File: config.mk
export PLATFORM = sky130hd
export DESIGN_NAME = pool_controller
export DESIGN_NICKNAME = d
export VERILOG_FILES = /design/src/rtl/pool_controller.sv
export SDC_FILE = /design/constraint.sdc
export NUM_CORES = 2
export LEC_CHECK = 0
export BUFFER_PORTS_ARGS = -buffer_cell sky130_fd_sc_hd__buf_2
export CAP_MARGIN = 20
export CORE_ASPECT_RATIO = 1.1
export CORE_MARGIN = 1.5
export CORE_UTILIZATION = 40
export CTS_BUF_LIST = sky130_fd_sc_hd__clkbuf_4 sky130_fd_sc_hd__clkbuf_8
export DETAILED_ROUTE_END_ITERATION = 10
export PLACE_DENSITY = 0.56
export SYNTH_ARGS = -nofsm -noshare
export SYNTH_HDL_FRONTEND = slang
export SYNTH_SLANG_ARGS = --single-unit
File: constraint.sdc
create_clock -name clk -period 14.35 [get_ports clk]
set_input_delay 1.435 -clock clk [delete_from_list [all_inputs] [get_ports clk]]
set_output_delay 1.435 -clock clk [all_outputs]
set_load 0.02 [all_outputs]
File: src/rtl/pool_controller.sv
// ReLU + 2x2/stride-2 max-pool engine: streams each N x N feature map from SDRAM
// and writes the pooled P x P map back, one pass per CPU start command.
module pool_controller #(
  parameter int DATA_W = 32,
  parameter int DIM_W  = 8
) (
  input  logic              clk,
  input  logic              reset,
  output logic              slave_waitrequest,
  input  logic [2:0]        slave_address,
  input  logic              slave_read,
  output logic [31:0]       slave_readdata,
  input  logic              slave_write,
  input  logic [31:0]       slave_writedata,
  input  logic              master_waitrequest,
  output logic [31:0]       master_address,
  output logic              master_read,
  input  logic [DATA_W-1:0] master_readdata,
  output logic              master_write,
  output logic [DATA_W-1:0] master_writedata
);

  typedef enum logic [1:0] {S_IDLE, S_RD, S_WR, S_FIN} state_t;

  localparam logic [DIM_W-1:0] DIM_ONE = DIM_W'(1);
  localparam logic [DIM_W-1:0] DIM_TWO = DIM_W'(2);

  state_t              state_q, state_d;
  logic [31:0]         start_q, in_base_q, out_base_q;
  logic [DIM_W-1:0]    map_cnt_q, row_len_q;
  logic [DIM_W-1:0]    m_q, m_d, r_q, r_d, c_q, c_d;
  logic [1:0]          k_q, k_d;
  logic [DATA_W-1:0]   acc_q, acc_d;
  logic                done_q, done_d;
  logic                mrd_q, mrd_d, mwr_q, mwr_d;
  logic [31:0]         maddr_q, maddr_d;
  logic [DATA_W-1:0]   mwdata_q, mwdata_d;
  logic                cfg_we_s, start_s, busy_s;
  logic [DIM_W-1:0]    p_s;

  function automatic logic [31:0] rd_word(input logic [31:0] base, input logic [DIM_W-1:0] n,
                                          input logic [DIM_W-1:0] m, input logic [DIM_W-1:0] r,
                                          input logic [DIM_W-1:0] c, input logic [1:0] k);
    logic [31:0] n_w, row_w, col_w;
    n_w   = 32'(n);
    row_w = 32'(r) * 32'd2 + 32'(k[1]);
    col_w = 32'(c) * 32'd2 + 32'(k[0]);
    return base + 32'(m) * n_w * n_w + row_w * n_w + col_w;
  endfunction

  function automatic logic [31:0] wr_word(input logic [31:0] base, input logic [DIM_W-1:0] p,
                                          input logic [DIM_W-1:0] m, input logic [DIM_W-1:0] r,
                                          input logic [DIM_W-1:0] c);
    logic [31:0] p_w;
    p_w = 32'(p);
    return base + 32'(m) * p_w * p_w + 32'(r) * p_w + 32'(c);
  endfunction

  function automatic logic [DATA_W-1:0] relu(input logic [DATA_W-1:0] a);
    return a[DATA_W-1] ? {DATA_W{1'b0}} : a;
  endfunction

  assign busy_s   = (state_q != S_IDLE);
  assign cfg_we_s = slave_write && !busy_s;
  assign start_s  = cfg_we_s && (slave_address == 3'd0);
  assign p_s      = row_len_q >> 1;

  // CPU-visible configuration registers; frozen while a pass is running
  always_ff @(posedge clk or negedge reset) begin
    if (!reset) begin
      start_q    <= 32'd0;
      in_base_q  <= 32'd0;
      out_base_q <= 32'd0;
      map_cnt_q  <= {DIM_W{1'b0}};
      row_len_q  <= {DIM_W{1'b0}};
    end else if (cfg_we_s) begin
      case (slave_address)
        3'd0:    start_q    <= slave_writedata;
        3'd1:    in_base_q  <= slave_writedata;
        3'd2:    out_base_q <= slave_writedata;
        3'd3:    map_cnt_q  <= slave_writedata[DIM_W-1:0];
        3'd4:    row_len_q  <= slave_writedata[DIM_W-1:0];
        default: ;
      endcase
    end
  end

  // Sequencer: window counters, accumulator and done flag
  always_comb begin
    state_d = state_q;
    m_d     = m_q;
    r_d     = r_q;
    c_d     = c_q;
    k_d     = k_q;
    acc_d   = acc_q;
    done_d  = done_q;
    case (state_q)
      S_IDLE: begin
        if (start_s) begin
          done_d = 1'b0;
          m_d    = {DIM_W{1'b0}};
          r_d    = {DIM_W{1'b0}};
          c_d    = {DIM_W{1'b0}};
          k_d    = 2'd0;
          if (map_cnt_q == {DIM_W{1'b0}} || row_len_q < DIM_TWO) state_d = S_FIN;
          else state_d = S_RD;
        end else begin
          state_d = S_IDLE;
        end
      end
      S_RD: begin
        if (!master_waitrequest) begin
          if (k_q == 2'd0) acc_d = master_readdata;
          else if ($signed(master_readdata) > $signed(acc_q)) acc_d = master_readdata;
          else acc_d = acc_q;
          k_d = k_q + 2'd1;
          if (k_q == 2'd3) state_d = S_WR;
          else state_d = S_RD;
        end else begin
          state_d = S_RD;
        end
      end
      S_WR: begin
        if (!master_waitrequest) begin
          state_d = S_RD;
          if (c_q == p_s - DIM_ONE) begin
            c_d = {DIM_W{1'b0}};
            if (r_q == p_s - DIM_ONE) begin
              r_d = {DIM_W{1'b0}};
              if (m_q == map_cnt_q - DIM_ONE) state_d = S_FIN;
              else m_d = m_q + DIM_ONE;
            end else begin
              r_d = r_q + DIM_ONE;
            end
          end else begin
            c_d = c_q + DIM_ONE;
          end
        end else begin
          state_d = S_WR;
        end
      end
      S_FIN: begin
        done_d  = 1'b1;
        state_d = S_IDLE;
      end
      default: state_d = S_IDLE;
    endcase
  end

  // Master bus outputs are derived from the next state so they register cleanly and hold while stalled
  always_comb begin
    mrd_d    = (state_d == S_RD);
    mwr_d    = (state_d == S_WR);
    maddr_d  = 32'd0;
    mwdata_d = {DATA_W{1'b0}};
    if (state_d == S_RD) maddr_d = rd_word(in_base_q, row_len_q, m_d, r_d, c_d, k_d) << 2;
    else if (state_d == S_WR) maddr_d = wr_word(out_base_q, p_s, m_d, r_d, c_d) << 2;
    else maddr_d = 32'd0;
    if (state_q == S_RD && state_d == S_WR) mwdata_d = relu(acc_d);
    else if (state_d == S_WR) mwdata_d = mwdata_q;
    else mwdata_d = {DATA_W{1'b0}};
  end

  // State and datapath registers
  always_ff @(posedge clk or negedge reset) begin
    if (!reset) begin
      state_q  <= S_IDLE;
      m_q      <= {DIM_W{1'b0}};
      r_q      <= {DIM_W{1'b0}};
      c_q      <= {DIM_W{1'b0}};
      k_q      <= 2'd0;
      acc_q    <= {DATA_W{1'b0}};
      done_q   <= 1'b0;
      mrd_q    <= 1'b0;
      mwr_q    <= 1'b0;
      maddr_q  <= 32'd0;
      mwdata_q <= {DATA_W{1'b0}};
    end else begin
      state_q  <= state_d;
      m_q      <= m_d;
      r_q      <= r_d;
      c_q      <= c_d;
      k_q      <= k_d;
      acc_q    <= acc_d;
      done_q   <= done_d;
      mrd_q    <= mrd_d;
      mwr_q    <= mwr_d;
      maddr_q  <= maddr_d;
      mwdata_q <= mwdata_d;
    end
  end

  // Register read mux
  always_comb begin
    slave_readdata = 32'd0;
    if (slave_read) begin
      case (slave_address)
        3'd0:    slave_readdata = start_q;
        3'd1:    slave_readdata = in_base_q;
        3'd2:    slave_readdata = out_base_q;
        3'd3:    slave_readdata = 32'(map_cnt_q);
        3'd4:    slave_readdata = 32'(row_len_q);
        3'd5:    slave_readdata = {30'd0, done_q, busy_s};
        default: slave_readdata = 32'd0;
      endcase
    end else begin
      slave_readdata = 32'd0;
    end
  end

  assign slave_waitrequest = 1'b0;
  assign master_read       = mrd_q;
  assign master_write      = mwr_q;
  assign master_address    = maddr_q;
  assign master_writedata  = mwdata_q;

endmodule
[Word-level counts from Yosys, hierarchy flattened]
Index checks and enable logic that the tools add are counted.
Storage, ports and cells
  register bits: 239
  input port bits: 72
Cells by class
  add/sub/neg operators: 14
  magnitude comparators: 2
  equality and inequality tests: 16
  reductions and logical operators: 17
  multipliers: 6
  muxes and demuxes: 40
Operators with widths (count)
  two-way mux 32 bit: 9
  one-hot mux 32 bit (6 select lines): 1
  two-way mux 8 bit: 12
  one-hot mux 8 bit (2 select lines): 3
  greater-than comparator 32 bit: 1
  two-way mux 31 bit: 1
  adder 30 x 10 -> 30 bit: 1
  adder 30 x 15 -> 30 bit: 1
  adder 30 x 18 -> 30 bit: 1
  adder 30 x 22 -> 30 bit: 1
  adder 30 x 24 -> 30 bit: 1
  adder 30 x 8 -> 30 bit: 1
  multiplier 8 x 7 -> 15 bit: 2
  adder 8 x 1 -> 8 bit, second input constant: 3
  equality test 8 bit: 3
  multiplier 16 x 8 -> 24 bit: 1
  multiplier 15 x 7 -> 22 bit: 1
  adder 9 x 1 -> 10 bit: 2
  two-way mux 2 bit: 10
  multiplier 10 x 8 -> 18 bit: 1
  multiplier 8 x 8 -> 16 bit: 1
  AND reduction 2 bit: 6
  equality test 2 bit, second input constant: 4
  logical NOT 8 bit: 1
  other kinds (20): 27

[Depth between registers and ports, before layout]
  depth after elaboration: 14
  depth in mapped cells: 51
  mapped depth without buffers: 46

[Worst setup path before layout]
No wires, ideal clock.
  path kind: input port to flip-flop
  start: in slave_address[0]
  end: reg maddr_q[25], in the netlist master_address[25]
  setup time: 0.101 ns
  arrival time: 12.141 ns
  path buffers: 4
  cell stages on the path: 41
  path slack: 2.108 ns
  path through: clkbuf_1 or4b_1 or3_1 clkbuf_1 clkbuf_1 and2_1 clkbuf_1 nand2_1 o21ai_0 fa_1 inv_1 fa_1 inv_1 fa_1 inv_1 fa_1 inv_1 ha_1 (+5 left out) fa_1 fa_1 inv_1 fa_1 fa_1 fa_1 inv_1 fa_1 inv_1 ha_1 and4_1 nor2b_1 a311o_1 o211a_1 o21a_1 o21a_1 o21a_1 o32ai_1
On the way
  longest elaborated chain between the ends: 11
Ends and longest elaborated chain
  start, declared: line 10  | input logic [2:0] slave_address,
  logical NOT 3 bit *: line 65  | assign start_s = cfg_we_s && (slave_address == 3'd0);
  logical AND 1 bit *: line 65
  two-way mux 8 bit: line 99  | if (start_s) begin
  one-hot mux 8 bit (2 select lines): line 97  | case (state_q)
  multiplier 8 x 7 -> 15 bit: line 56  | return base + 32'(m) * p_w * p_w + 32'(r) * p_w + 32'(c);
  multiplier 15 x 7 -> 22 bit: line 56
  adder 30 x 22 -> 30 bit: line 56
  adder 30 x 15 -> 30 bit: line 56
  adder 30 x 8 -> 30 bit: line 56
  two-way mux 32 bit: line 157  | else if (state_d == S_WR) maddr_d = wr_word(out_base_q, p_s, m_d, r_d, c_d) << 2;
  two-way mux 32 bit *: line 156  | if (state_d == S_RD) maddr_d = rd_word(in_base_q, row_len_q, m_d, r_d, c_d, k_d) << 2;
  net maddr_d[25]: line 36  | logic [31:0] maddr_q, maddr_d;
  end signal, assigned: line 188  | maddr_q <= maddr_d;
  end, declared: line 36
The timed path passes the listed nets; every way through them passes the cells marked *.
A chain may end at the register's enable or synchronous reset.

[Worst setup path after layout]
  start: reg row_len_q[2]
  end: reg maddr_q[27], in the netlist master_address[27]
On the way
  longest elaborated chain between the ends: 13
Ends and longest elaborated chain
  start, declared: line 30  | logic [DIM_W-1:0] map_cnt_q, row_len_q;
  start signal, assigned: line 75  | row_len_q <= {DIM_W{1'b0}};
  start signal, assigned: line 82  | 3'd4: row_len_q <= slave_writedata[DIM_W-1:0];
  subtractor 7 x 1 -> 8 bit: line 126, 128
  equality test 8 bit: line 128  | if (r_q == p_s - DIM_ONE) begin
  two-way mux 8 bit: line 128
  two-way mux 8 bit: line 126  | if (c_q == p_s - DIM_ONE) begin
  two-way mux 8 bit: line 124  | if (!master_waitrequest) begin
  one-hot mux 8 bit (2 select lines): line 97
  multiplier 8 x 7 -> 15 bit: line 56
  multiplier 15 x 7 -> 22 bit: line 56
  adder 30 x 22 -> 30 bit: line 56
  adder 30 x 15 -> 30 bit: line 56
  adder 30 x 8 -> 30 bit: line 56
  two-way mux 32 bit: line 157
  two-way mux 32 bit *: line 156
  net maddr_d[27]: line 36
Marked as above.

==> results.py <==
metrics = {
    "outcome": {
        "status": "finished clean",
    },
    "sta": {
        "whs_ns": 0.474,
        "fin_crit_ns": 13.25,
        "setup-violations-final": 0,
        "hold_viol": 0,
        "finalCritPeriodShare": 0.924,
        "fin_worst_skew_ns": 0.0491,
        "final_max_slew_viol_count": 0,
        "slew_headroom": 0.311,
        "tns_ns": 0,
        "max_freq_mhz": 75.4,
        "rsz0062_at_grt": "false",
        "worst_pin_slew_ns": 1.03,
    },
    "setup_path": {
        "cp_common_cell": "fa_1",
        "slowest_stage": "nor2_1",
        "critPathMaxFanout": 27,
        "critical_path_required_ns": 14.90,
        "slowest_delay_ns": 0.60,
        "r2r_setup_slack_ns": 1.10,
        "critical-path-top-delay-family": "adder cells",
        "arrival_ns": 13.80,
        "r2r-start": "row_len_q[2]$_DFFE_PN0P_",
        "r2r_cells": 45,
        "critical_path_class": "flip-flop to flip-flop",
        "r2r_end": "master_address[27]$_DFF_PN0_",
        "crit_buf_inv": 11,
        "critPathLaunchType": "flip-flop",
        "crit_path_end_kind": "flip-flop",
    },
    "cells_and_area": {
        "fill_cells": 7184,
        "final-seq-area_um2": 5910,
        "drive_gt1_frac": 0.121,
        "fin_util": 0.446,
        "final_area_um2": 32200,
        "multi_input_area_um2": 21000,
        "area_growth_pct": 9.79,
        "nets": 4050,
    },
    "logic_synthesis": {
        "synth.area.top_cells": "fa_1 (26%), dfrtp_1 (20%), ha_1 (11%)",
        "synth.distinct_cells": 83,
        "synthFlopType": "dfrtp_1",
        "yosys-top-cells-count": "inv_1 (492), nand2_1 (436), fa_1 (378), ha_1 (264), dfrtp_1 (236)",
        "netlist_instances": 3217,
        "synth_area_leader_cell": "fa_1",
        "async_reset_ff_frac": 1.00,
        "ys_seq_area_frac": 0.201,
        "avgSynthCellArea_um2": 9.11,
        "yosysMostFrequentCell": "inv_1",
        "yosys_warnings": 0,
        "ys_seq_elements": 236,
        "syn_area_um2": 29300,
        "synth_top_area_frac": 0.258,
        "synth-edff-count": 0,
    },
    "pwr": {
        "comb_power_share": 0.530,
        "p_sw_w": 0.00194,
        "ir_drop_v": 0.0000881,
        "switching_share": 0.479,
        "p_per_area_nw_per_um2": 125,
        "clkPwrFrac": 0.181,
        "p_leak_nw": 16.6,
        "seq_power_share": 0.290,
        "p_int_w": 0.00210,
    },
    "route": {
        "routed_wl_um": 88000,
        "drc": 0,
        "drt-initial-drc-count": 1548,
        "detail-route-antenna-nets": 0,
        "vias": 22900,
        "vias_per_cell": 5.30,
        "first_pass_iters": 6,
        "routedWlPerCell_um": 20.4,
    },
    "clock_tree": {
        "cts.repair.resized": 0,
        "clockBufferDepth": 3,
        "cts_root_buffer": "clkbuf_8",
        "numCtsBuffers": 45,
        "cts.clk_slew.worst_paths_ns": 0.07,
        "clkSinkCount": 236,
        "post_cts_buffers": 0,
        "cts_hold_buf": 0,
        "cts_tree": "built",
        "h-tree-depth": 2,
        "insertion_delay_ns": 0.64,
    },
    "global_route": {
        "grt_pass1_vias": 23600,
        "grt_usage": 0.241,
        "grt_pass1_wl_um": 138000,
        "grt-ovfl-total": 0,
        "antenna_found_initial": 3,
        "grt_max_degree": 104,
    },
    "floorplanning": {
        "start_util": 0.406,
        "rows": 103,
        "die_w_um": 261,
        "pin_count": 171,
        "die_area_um2": 74900,
        "die_y_um": 287,
        "core_area_um2": 72200,
    },
    "min_path": {
        "min_to": "start_q[16]$_DFFE_PN0P_",
        "holdPathStages": 2,
        "worstHoldStart": "start_q[16]$_DFFE_PN0P_",
        "worstHoldPathType": "flip-flop to flip-flop",
    },
    "run": {
        "drv_cap": 0,
    },
    "placement": {
        "portBuffers": 166,
        "place_area_um2": 31200,
        "hpwl_um": 68600,
        "place.gp.congestion": 0.889,
    },
}
layout make-up:
| cell class | instances | share of cell area |
|---|---|---|
| diodes | 3 | 0.000233 |
| clock buffers | 64 | 0.0252 |
| multi-input cells | 2343 | 0.654 |
| clock inverters | 15 | 0.00494 |
| well taps | 945 | 0.0367 |
| repair buffers | 214 | 0.0379 |
| flip-flops and latches | 236 | 0.184 |
| inverters | 496 | 0.0579 |
flip-flops by register name (all words and copies together) (netlist names):
name              flops
acc_q                32
in_base_q            32
out_base_q           32
start_q              32
master_writedata     31
master_address       30
c_q                   8
m_q                   8
map_cnt_q             8
r_q                   8
row_len_q             8
k_q                   2
state_q               2
done_q                1
master_read           1
master_write          1
power by group through the flow:
stage,Combinational [W],Clock (W),Sequential (W)
finish,0.00214,0.000730,0.00117
CTS,0.00214,0.000747,0.00117
global placement,0.00211,0,0.00117
global route,0.00238,0.000774,0.00120
detailed placement,0.00213,0,0.00117
floorplan,0.00144,0,0.00111
stage by stage:
step | instances | setup WS (ns) | power, W
after floorplan | 3220 | 2.11 | 0.00255
after global placement | 4233 | 0.998 | 0.00328
after detailed placement | 4233 | 0.854 | 0.00331
after CTS | 4312 | 1.11 | 0.00406
after global routing | 4316 | 0.124 | 0.00436
final | 4316 | 1.10 | 0.00404
worst max-delay path by stage:
stage / startpoint / end / slack [ns] / cells past startpoint
6_report: row_len_q[2]$_DFFE_PN0P_ / master_address[27]$_DFF_PN0_ / 1.10 / 45
5_1_grt: row_len_q[2]$_DFFE_PN0P_ / master_address[31]$_DFF_PN0_ / 0.12 / 42
4_1_cts: row_len_q[2]$_DFFE_PN0P_ / master_address[27]$_DFF_PN0_ / 1.11 / 45
3_5_place_dp: slave_address[0] / master_address[27]$_DFF_PN0_ / 0.85 / 40
3_3_place_gp: slave_address[0] / master_address[27]$_DFF_PN0_ / 1.0 / 40
2_1_floorplan: slave_address[0] / master_address[25]$_DFF_PN0_ / 2.11 / 41
cell families (layout without fill, tap and decap cells):
kind of cell | count (synthesis) | in the layout | share of synthesized area
compound gates | 436 | 436 | 0.0970
xor+xnor | 84 | 84 | 0.0260
fa+ha+maj | 642 | 642 | 0.371
buf+inv | 641 | 789 | 0.0837
flops | 236 | 236 | 0.201
mux | 130 | 130 | 0.0492
other cells | 1 | 7 | 0.000128
simple gates | 1047 | 1047 | 0.172
per-layer routing:
layer  GRT usage  share of wire  routed length (µm)
met4       0.100          0.042                3690
met1       0.314           0.42               36700
met5           0              0                   0
met3      0.0306          0.051                4490
met2       0.405           0.49               43100
layout by cell type, fill, tap and decap left out, types with 104 or more instances in the layout:
cell / Yosys / routed
a21oi_1: 107 / 104
ha_1: 264 / 264
inv_1: 492 / 492
nor2_1: 182 / 179
dfrtp_1: 236 / 236
fa_1: 378 / 378
buf_2: 4 / 165
o21ai_0: 110 / 110
and2_1: 151 / 151
nand2_1: 436 / 435
worst reg2reg max path: cells and delay by family, from the launching register on:
kind | cells | cell delay [ns]
xor+xnor | 2 | 0.63
compound gates | 7 | 1.78
simple gates | 12 | 3.60
buf+inv | 11 | 0.72
fa+ha+maj | 13 | 6.03
flops | 1 | 0.41
Note: power is estimated with default switching activity, not from simulation.
